`src/rtl/conv_pkg.sv`:
```
// Shared defaults for the convolution accumulation stage.
// Holds the width constants, the tap count, the shift amount and a counter-width helper.
package conv_pkg;

    localparam int DATA_W     = 16;
    localparam int ACC_W      = 32;
    localparam int OUT_W      = 16;
    localparam int TAPS       = 9;
    localparam int FRAC_SHIFT = 8;

    // A single-tap window still needs a one-bit counter to keep the logic uniform.
    function automatic int cnt_width(input int taps);
        return (taps > 1) ? $clog2(taps) : 1;
    endfunction

endpackage

```
`src/rtl/conv_sat.sv`:
```
// Combinational post-processing of a window total: arithmetic shift, saturate, optional ReLU.
// Build option: define CONV_ACCUM_RELU_EN to clamp negative results to zero.
module conv_sat #(
    parameter int ACC_W      = conv_pkg::ACC_W,
    parameter int OUT_W      = conv_pkg::OUT_W,
    parameter int FRAC_SHIFT = conv_pkg::FRAC_SHIFT
) (
    input  logic signed [ACC_W:0]   total_i,
    output logic signed [OUT_W-1:0] res_o,
    output logic                    ovf_o
);

    logic signed [ACC_W:0]       shifted;
    logic [ACC_W-OUT_W+1:0]      upper;
    logic                        in_range;
    logic signed [OUT_W-1:0]     sat;

    always_comb begin
        shifted  = total_i >>> FRAC_SHIFT;
        // The value fits when every bit above the output sign bit matches it.
        upper    = shifted[ACC_W:OUT_W-1];
        in_range = (&upper) || (~|upper);
        sat      = shifted[OUT_W-1:0];
        ovf_o    = 1'b0;
        if (!in_range) begin
            ovf_o = 1'b1;
            if (shifted[ACC_W]) begin
                sat = {1'b1, {(OUT_W-1){1'b0}}};
            end else begin
                sat = {1'b0, {(OUT_W-1){1'b1}}};
            end
        end
`ifdef CONV_ACCUM_RELU_EN
        res_o = sat[OUT_W-1] ? '0 : sat;
`else
        res_o = sat;
`endif
    end

endmodule

```
`src/rtl/conv_accum.sv`:
```
// Window accumulator: sums TAPS signed partial results, adds a per-window bias and emits a
// shifted, saturated result over a valid/ready output register (CONV_ACCUM_RELU_EN selects ReLU).
module conv_accum #(
    parameter int DATA_W     = conv_pkg::DATA_W,
    parameter int ACC_W      = conv_pkg::ACC_W,
    parameter int OUT_W      = conv_pkg::OUT_W,
    parameter int TAPS       = conv_pkg::TAPS,
    parameter int FRAC_SHIFT = conv_pkg::FRAC_SHIFT
) (
    input  logic                     clock,
    input  logic                     aclr,
    input  logic                     in_valid,
    output logic                     in_ready,
    input  logic signed [DATA_W-1:0] in_data,
    input  logic signed [ACC_W-1:0]  bias,
    output logic                     out_valid,
    input  logic                     out_ready,
    output logic signed [OUT_W-1:0]  out_data,
    output logic                     out_ovf,
    output logic                     busy
);

    localparam int              CNT_W    = conv_pkg::cnt_width(TAPS);
    localparam logic [CNT_W-1:0] LAST_CNT = CNT_W'(TAPS - 1);

    logic [CNT_W-1:0]         cnt_q, cnt_d;
    logic signed [ACC_W-1:0]  acc_q, acc_d;
    logic signed [ACC_W-1:0]  bias_q, bias_d;
    logic                     out_valid_q, out_valid_d;
    logic signed [OUT_W-1:0]  out_data_q, out_data_d;
    logic                     out_ovf_q, out_ovf_d;

    logic                     first_tap;
    logic                     last_tap;
    logic                     accept;
    logic signed [ACC_W-1:0]  in_ext;
    logic signed [ACC_W-1:0]  acc_base;
    logic signed [ACC_W-1:0]  bias_sel;
    logic signed [ACC_W:0]    total;
    logic signed [OUT_W-1:0]  sat_res;
    logic                     sat_ovf;

    always_comb begin
        first_tap = (cnt_q == '0);
        last_tap  = (cnt_q == LAST_CNT);
        // Stall only a closing tap whose result would overwrite an unconsumed one.
        in_ready  = !aclr && !(last_tap && out_valid_q && !out_ready);
        accept    = in_valid && in_ready;
        in_ext    = {{(ACC_W-DATA_W){in_data[DATA_W-1]}}, in_data};
        // With a single-tap window the first tap is also the last: no history, live bias.
        acc_base  = first_tap ? '0 : acc_q;
        bias_sel  = first_tap ? bias : bias_q;
        total     = {acc_base[ACC_W-1], acc_base}
                  + {in_ext[ACC_W-1], in_ext}
                  + {bias_sel[ACC_W-1], bias_sel};
    end

    conv_sat #(
        .ACC_W      (ACC_W),
        .OUT_W      (OUT_W),
        .FRAC_SHIFT (FRAC_SHIFT)
    ) u_sat (
        .total_i (total),
        .res_o   (sat_res),
        .ovf_o   (sat_ovf)
    );

    always_comb begin
        cnt_d       = cnt_q;
        acc_d       = acc_q;
        bias_d      = bias_q;
        out_valid_d = out_valid_q;
        out_data_d  = out_data_q;
        out_ovf_d   = out_ovf_q;

        if (out_valid_q && out_ready) begin
            out_valid_d = 1'b0;
        end

        if (accept) begin
            if (last_tap) begin
                out_data_d  = sat_res;
                out_ovf_d   = sat_ovf;
                out_valid_d = 1'b1;
                cnt_d       = '0;
            end else if (first_tap) begin
                acc_d  = in_ext;
                bias_d = bias;
                cnt_d  = cnt_q + CNT_W'(1);
            end else begin
                acc_d = acc_q + in_ext;
                cnt_d = cnt_q + CNT_W'(1);
            end
        end
    end

    always_ff @(posedge clock) begin
        if (aclr) begin
            cnt_q       <= '0;
            acc_q       <= '0;
            bias_q      <= '0;
            out_valid_q <= 1'b0;
            out_data_q  <= '0;
            out_ovf_q   <= 1'b0;
        end else begin
            cnt_q       <= cnt_d;
            acc_q       <= acc_d;
            bias_q      <= bias_d;
            out_valid_q <= out_valid_d;
            out_data_q  <= out_data_d;
            out_ovf_q   <= out_ovf_d;
        end
    end

    assign out_valid = out_valid_q;
    assign out_data  = out_data_q;
    assign out_ovf   = out_ovf_q;
    assign busy      = (cnt_q != '0);

endmodule

```
`config.mk`:
```
export PLATFORM = sky130hd
export DESIGN_NAME = conv_accum
export DESIGN_NICKNAME = d
export VERILOG_FILES = /design/src/rtl/conv_pkg.sv /design/src/rtl/conv_sat.sv /design/src/rtl/conv_accum.sv
export SDC_FILE = /design/constraint.sdc
export NUM_CORES = 1
export LEC_CHECK = 0
export BUFFER_PORTS_ARGS = -buffer_cell sky130_fd_sc_hd__buf_2
export CAP_MARGIN = 20
export CORE_MARGIN = 3
export CORE_UTILIZATION = 40
export CTS_BUF_LIST = sky130_fd_sc_hd__clkbuf_16
export DETAILED_ROUTE_END_ITERATION = 16
export PLACE_DENSITY = 0.65
export RECOVER_POWER = 100
export REMOVE_ABC_BUFFERS = 1
export SETUP_SLACK_MARGIN = 0.4
export SYNTH_ARGS = -nofsm -noshare
export SYNTH_HDL_FRONTEND = slang
export SYNTH_HIERARCHICAL = 1
export SYNTH_SLANG_ARGS = --single-unit
```
`constraint.sdc`:
```
create_clock -name clock -period 6.9 [get_ports clock]
set_clock_uncertainty 0.15 [all_clocks]
set_input_delay 0.345 -clock clock [delete_from_list [all_inputs] [get_ports clock]]
set_output_delay 0.345 -clock clock [all_outputs]
set_load 0.02 [all_outputs]
```
==> results.yml, run 1 <==
status:
  status: "finished with violations"
  violations: "capacitance limit, slew limit"
clock_network:
  clockRootBuffer: "clkbuf_16"
  cts_buffers: 9
  clk_latency_ps: 360
  clk_path_buf_depth: 2
  cts_tree: "done"
  postCtsHoldBufs: 0
  cts_max_level: 3
  cts_sinks: 86
  clkTransAtPathRegs_ps: 70
cells_and_area:
  synthToLayoutAreaGrowth_pct: 10.19
  fin_nets: 1247
  n_fill_cell: 2019
  final_cells: 1367
  multi_input_area_sq_um: 5904
  seqCellArea_sq_um: 1722
  fin_util_pct: 44.99
  drive_gt1_share_pct: 8.802
  design_area_sq_um: 8785
  antennaDiodeCount: 0
logic_synthesis:
  syn_area_per_cell_sq_um: 7.528
  synth_cells: 1059
  ys_warn_count: 6
  syn-cell-area_sq_um: 7973
global_routing:
  grt_pass1_vias: 7004
  use_met3_pct: 2.776
  met2_usage_pct: 31.13
  grt_max_degree: 66
  antenna_found_initial: 0
  grt_use_met1_pct: 27.68
  grt_pass1_wl_um: 34920
  track_usage_pct: 19.41
  overflow: 0
  grt-busiest-layer: "met2"
critical_path:
  crit_arrival_ps: 6140
  reg2reg_from: "cnt_q[0]"
  crit_type: "flop to flop"
  worstSetupEndpointType: "flop"
  startpoint: "cnt_q[0]"
  path_buf_inv: 3
  required_ps: 7010
  crit_chain: "inv_1 > ha_1 > nor3b_1 > inv_1 > buf_12 > nand2_1 > nand2_1 > fa_1 > ha_1 > nand2_1 > o21ai_0 > nand4_1 > a21boi_0 > a211oi_1 > o31a_1 > o21ai_1 > a31oi_1 > xnor2_1 > and4_1 > nand2_1 > o221ai_1 > nand2_1 > a21oi_1"
  max_stage_delay_ps: 600
  critPathMaxFanout: 65
  path_delay_family: "compound AO/OA/AOI/OAI gates"
  crit_path_top_delay_cell: "and4_1"
  cp-start-kind: "flop"
  path_common_cell: "nand2_1"
timing:
  fin_crit_sh_pct: 87.36
  worst_slew_pin_slew_ps: 2981
  fin_crit_ps: 6028
  fin_ws_ps: 871.9
  fmax_mhz: 165.9
  slew_violations: 143
  slew_headroom_pct: -98.72
  finalSetupViolations: 0
  hold_viol_final: 0
  rsz0062_at_grt: "false"
route:
  routed_via_density: 5.358
  drt-total-wl_um: 20660
  postRouteAntennaNets: 0
  drc_errors: 0
  wire_per_inst_um: 15.12
  dr.pass1.iters: 5
  drt_iter0_drc: 492
  num_vias: 7325
floorplanning:
  io_pins: 72
  core_sq_um: 19530
  initial_utilization_pct: 40.83
  die_x_um: 147.2
  row_count: 51
  die-area_sq_um: 21660
  die_h_um: 147.2
power:
  total_power_uw: 2102
  ir_drop_mv: 0.1234
  p_leak_uw: 0.003874
  p_per_area_nw_per_um2: 239.3
min_path:
  hp-start: "out_ready"
  hold_class: "input port to flop"
placed_design:
  place_hpwl_um: 15330
  port_buffers: 71
  dp.cells: 1351
  gp_congestion: 0.8786
  placed_area_sq_um: 8521
  dpl_worst_slack_ps: 806.6
job:
  cap_violations: 3
-- worst paths after layout --
path,slack [ps],cells past startpoint,to
max,870,23,out_data[6]
min,130,3,out_valid
max reg2reg,870,23,out_data[6]
min reg2reg,300,2,out_data[11]
-- per-stage QoR --
stage | TNS [ps] | hold WS [ps]
floorplan | -47680 | 264.1
global placement | 0 | 294.3
detailed placement | 0 | 293.0
CTS | 0 | 116.8
global route | 0 | 142.2
finish | 0 | 133.5
-- flip-flops by register name, summed over array words and instances, names as in the netlist --
name,count
acc_q,32
out_data,16
out_ovf,1
cnt_q,4
out_valid,1
bias_q,32
-- cell type report --
class                   instances  area share [%]
multi-input cells             898           67.21
well taps                     265           3.774
repair buffers                 79           4.501
inverters                      23          0.9828
clock buffers                   9           2.564
flip-flops and latches         86           19.60
clock inverters                 7           1.367
-- where the power goes --
part,total [uW],switching (uW),internal [uW],leakage (uW)
Sequential,554,23.5,530,0.000709
Clock,576,220,356,0.000166
Combinational,973,585,388,0.00300
-- cell usage in the layout, fill, tap and decap left out, types with 5 or more instances in the layout --
master and count:
a211oi_1 15, a21o_1 33, a21oi_1 89, a311oi_1 8, a31oi_1 7, and2_1 31
and3_1 6, buf_2 51, clkbuf_1 23, clkbuf_16 9, dfxtp_1 86, fa_1 34
ha_1 64, inv_1 23, nand2_1 219, nand2b_1 8, nand3_1 16, nand4_1 5
nor2_1 124, nor3_1 41, o211ai_1 5, o21ai_0 46, o21bai_1 6, o221ai_1 13
xnor2_1 32, xor2_1 14
-- timing repair --
action	CTS	global route
gates resized for setup	0	3
buffers inserted	0	0
endpoints found under the setup margin	0	15
-- routing by layer --
layer	share of wire, %	vias to the layer above	wire length [um]
met1	50	3374	10310
li1	-	3799	-
met2	45	140	9318
met4	1.0	0	212
met3	4.0	12	820
met5	0	-	0
-- worst register-to-register path, stage by stage (launching register included) --
cell,delay (ps)
dfxtp_1,410
inv_1,70
ha_1,210
nor3b_1,160
inv_1,520
buf_12,330
nand2_1,110
nand2_1,120
fa_1,440
ha_1,430
nand2_1,70
o21ai_0,270
nand4_1,120
a21boi_0,270
a211oi_1,110
o31a_1,350
o21ai_1,190
a31oi_1,130
xnor2_1,330
and4_1,600
nand2_1,120
o221ai_1,190
nand2_1,70
a21oi_1,150
Power figures use the tool's default switching activity.
==> run 2: changes to the inputs <==
--- a/config.mk
+++ b/config.mk
@@ -7,11 +7,13 @@
 export LEC_CHECK = 0
 export BUFFER_PORTS_ARGS = -buffer_cell sky130_fd_sc_hd__buf_2
 export CAP_MARGIN = 20
+export CELL_PAD_IN_SITES_DETAIL_PLACEMENT = 1
+export CELL_PAD_IN_SITES_GLOBAL_PLACEMENT = 2
 export CORE_MARGIN = 3
-export CORE_UTILIZATION = 40
+export CORE_UTILIZATION = 36
 export CTS_BUF_LIST = sky130_fd_sc_hd__clkbuf_16
 export DETAILED_ROUTE_END_ITERATION = 16
-export PLACE_DENSITY = 0.65
+export PLACE_DENSITY = 0.9
 export RECOVER_POWER = 100
 export REMOVE_ABC_BUFFERS = 1
 export SETUP_SLACK_MARGIN = 0.4
==> run 2 against run 1 <==
- the run still ends with capacitance limit, slew limit left
- clock-buffer cell count did not move
- flip-flop and latch count did not move
- die area rose by 11%
- core utilization fell by 4.1 points
- via count rose by 4.9%
- clock power fell by 11%
- largest power group unchanged
- highest routed layer unchanged
==> results.yml, run 2 (synthesized netlist as in run 1, its figures left out) <==
min_path:
  whs_path_depth: 3
  hp-start: "in_data[0]"
  hold_class: "input port to flop"
timing:
  rsz0062_at_grt: "false"
  hold_viol_final: 0
  fin_crit_sh_pct: 89.44
  slew_violations: 105
  whs_ps: 135.2
  fmax_mhz: 162.0
  worst_slew_pin_slew_ps: 3307
  slew_headroom_pct: -120.5
  fin_crit_ps: 6171
  fin_ws_ps: 728.6
  finalSetupViolations: 0
floorplanning:
  core_sq_um: 21420
  die_h_um: 154.8
  io_pins: 72
  row_count: 53
  die-area_sq_um: 23970
  initial_utilization_pct: 37.22
  die_x_um: 154.8
clock_network:
  cts_sinks: 86
  clkTransAtPathRegs_ps: 70
  clockRootBuffer: "clkbuf_16"
  clk_latency_ps: 360
  clk_path_buf_depth: 2
  postCtsHoldBufs: 0
  cts_tree: "done"
  ctsResizeCount: 0
  cts_max_level: 3
  postCtsSetupRepairBufs: 0
  cts_buffers: 9
placed_design:
  gp_congestion: 0.8745
  port_buffers: 71
  dpl_worst_slack_ps: 660.3
  place_hpwl_um: 18270
  placed_area_sq_um: 8528
power:
  p_leak_uw: 0.003853
  p_per_area_nw_per_um2: 238.2
  ir_drop_mv: 0.1418
  total_power_uw: 2087
cells_and_area:
  synthToLayoutAreaGrowth_pct: 9.871
  final_cell_mix: "nand2_1, nor2_1, a21oi_1"
  n_fill_cell: 2670
  final_common_cell: "nand2_1"
  antennaDiodeCount: 0
  fin_nets: 1249
  design_area_sq_um: 8760
  drive_gt1_share_pct: 9.239
critical_path:
  path_delay_family: "compound AO/OA/AOI/OAI gates"
  rr_worst_depth: 23
  path_buf_inv: 3
  critPathMaxFanout: 32
  reg2reg_from: "cnt_q[0]"
  worstSetupEndpointType: "flop"
  crit_chain: "inv_1 > ha_1 > nor3b_1 > inv_2 > buf_4 > nand2_1 > nand2_1 > fa_1 > ha_1 > nand2_1 > o21ai_0 > nand4_1 > a21boi_0 > a211oi_1 > o31a_1 > o21ai_1 > a31oi_1 > xnor2_1 > and4_1 > nand2_1 > o221ai_1 > nand2_1 > a21oi_1"
  crit_type: "flop to flop"
  startpoint: "cnt_q[0]"
  required_ps: 7030
  cp-start-kind: "flop"
  cp.depth: 23
  crit_path_top_delay_cell: "and4_1"
  max_stage_delay_ps: 640
  path_common_cell: "nand2_1"
  crit_arrival_ps: 6300
route:
  wire_per_inst_um: 17.85
  drc_errors: 0
  postRouteAntennaNets: 0
  drt_iter0_drc: 372
  routed_via_density: 5.574
  drt-total-wl_um: 24620
  num_vias: 7686
  dr.pass1.iters: 5
global_routing:
  overflow: 0
  grt_max_degree: 67
  track_usage_pct: 20.53
  grt_pass1_vias: 8078
  grt_pass1_wl_um: 40860
  antenna_found_initial: 0
job:
  cap_violations: 2
status:
  status: "finished with violations"
  violations: "capacitance limit, slew limit"
## run 2: final timing paths
path             endpoint  slack [ps]
max           out_data[5]         730
min              acc_q[0]         140
max reg2reg   out_data[5]         730
min reg2reg  out_data[11]         300
## run 2: layer usage
metal  wire (um)  vias to the layer above  track usage [%]
li1            -                     3786                -
met1       12010                     3769            28.32
met2       11590                      111            34.42
met3         677                       20            2.098
met4         348                        0            5.299
met5           0                        -                0
## run 2: worst register-to-register path, stage by stage, from the launching register on
cell and delay (ps):
dfxtp_1 420, inv_1 90, ha_1 210, nor3b_1 170, inv_2 440, buf_4 410, nand2_1 110, nand2_1 120
fa_1 430, ha_1 420, nand2_1 70, o21ai_0 260, nand4_1 130, a21boi_0 270, a211oi_1 100, o31a_1 360
o21ai_1 220, a31oi_1 140, xnor2_1 340, and4_1 650, nand2_1 150, o221ai_1 220, nand2_1 90, a21oi_1 120
## run 2: per-stage QoR
step	utilization (%)	instances	TNS, ps
4_1_cts	41.21	1378	0
5_1_grt	40.90	1379	0
6_report	40.90	1379	0
2_1_floorplan	-	1007	-47680
3_3_place_gp	39.82	1362	0
3_5_place_dp	39.82	1362	0
## run 2: power breakdown
group	internal [uW]	switching [uW]	total (uW)	leakage, uW
sequential	530	25.9	556	0.000709
clock	281	232	513	0.000132
combinational	392	625	1020	0.00301
total	1200	883	2090	0.00385
## run 2: final cells by class
class	instances	area (sq um)	area share, %
well taps	275	344.1	3.928
repair buffers	81	402.9	4.599
clock buffers	9	225.2	2.571
inverters	23	86.33	0.9856
clock inverters	7	72.57	0.8285
flip-flops and latches	86	1722	19.65
multi-input cells	898	5907	67.43
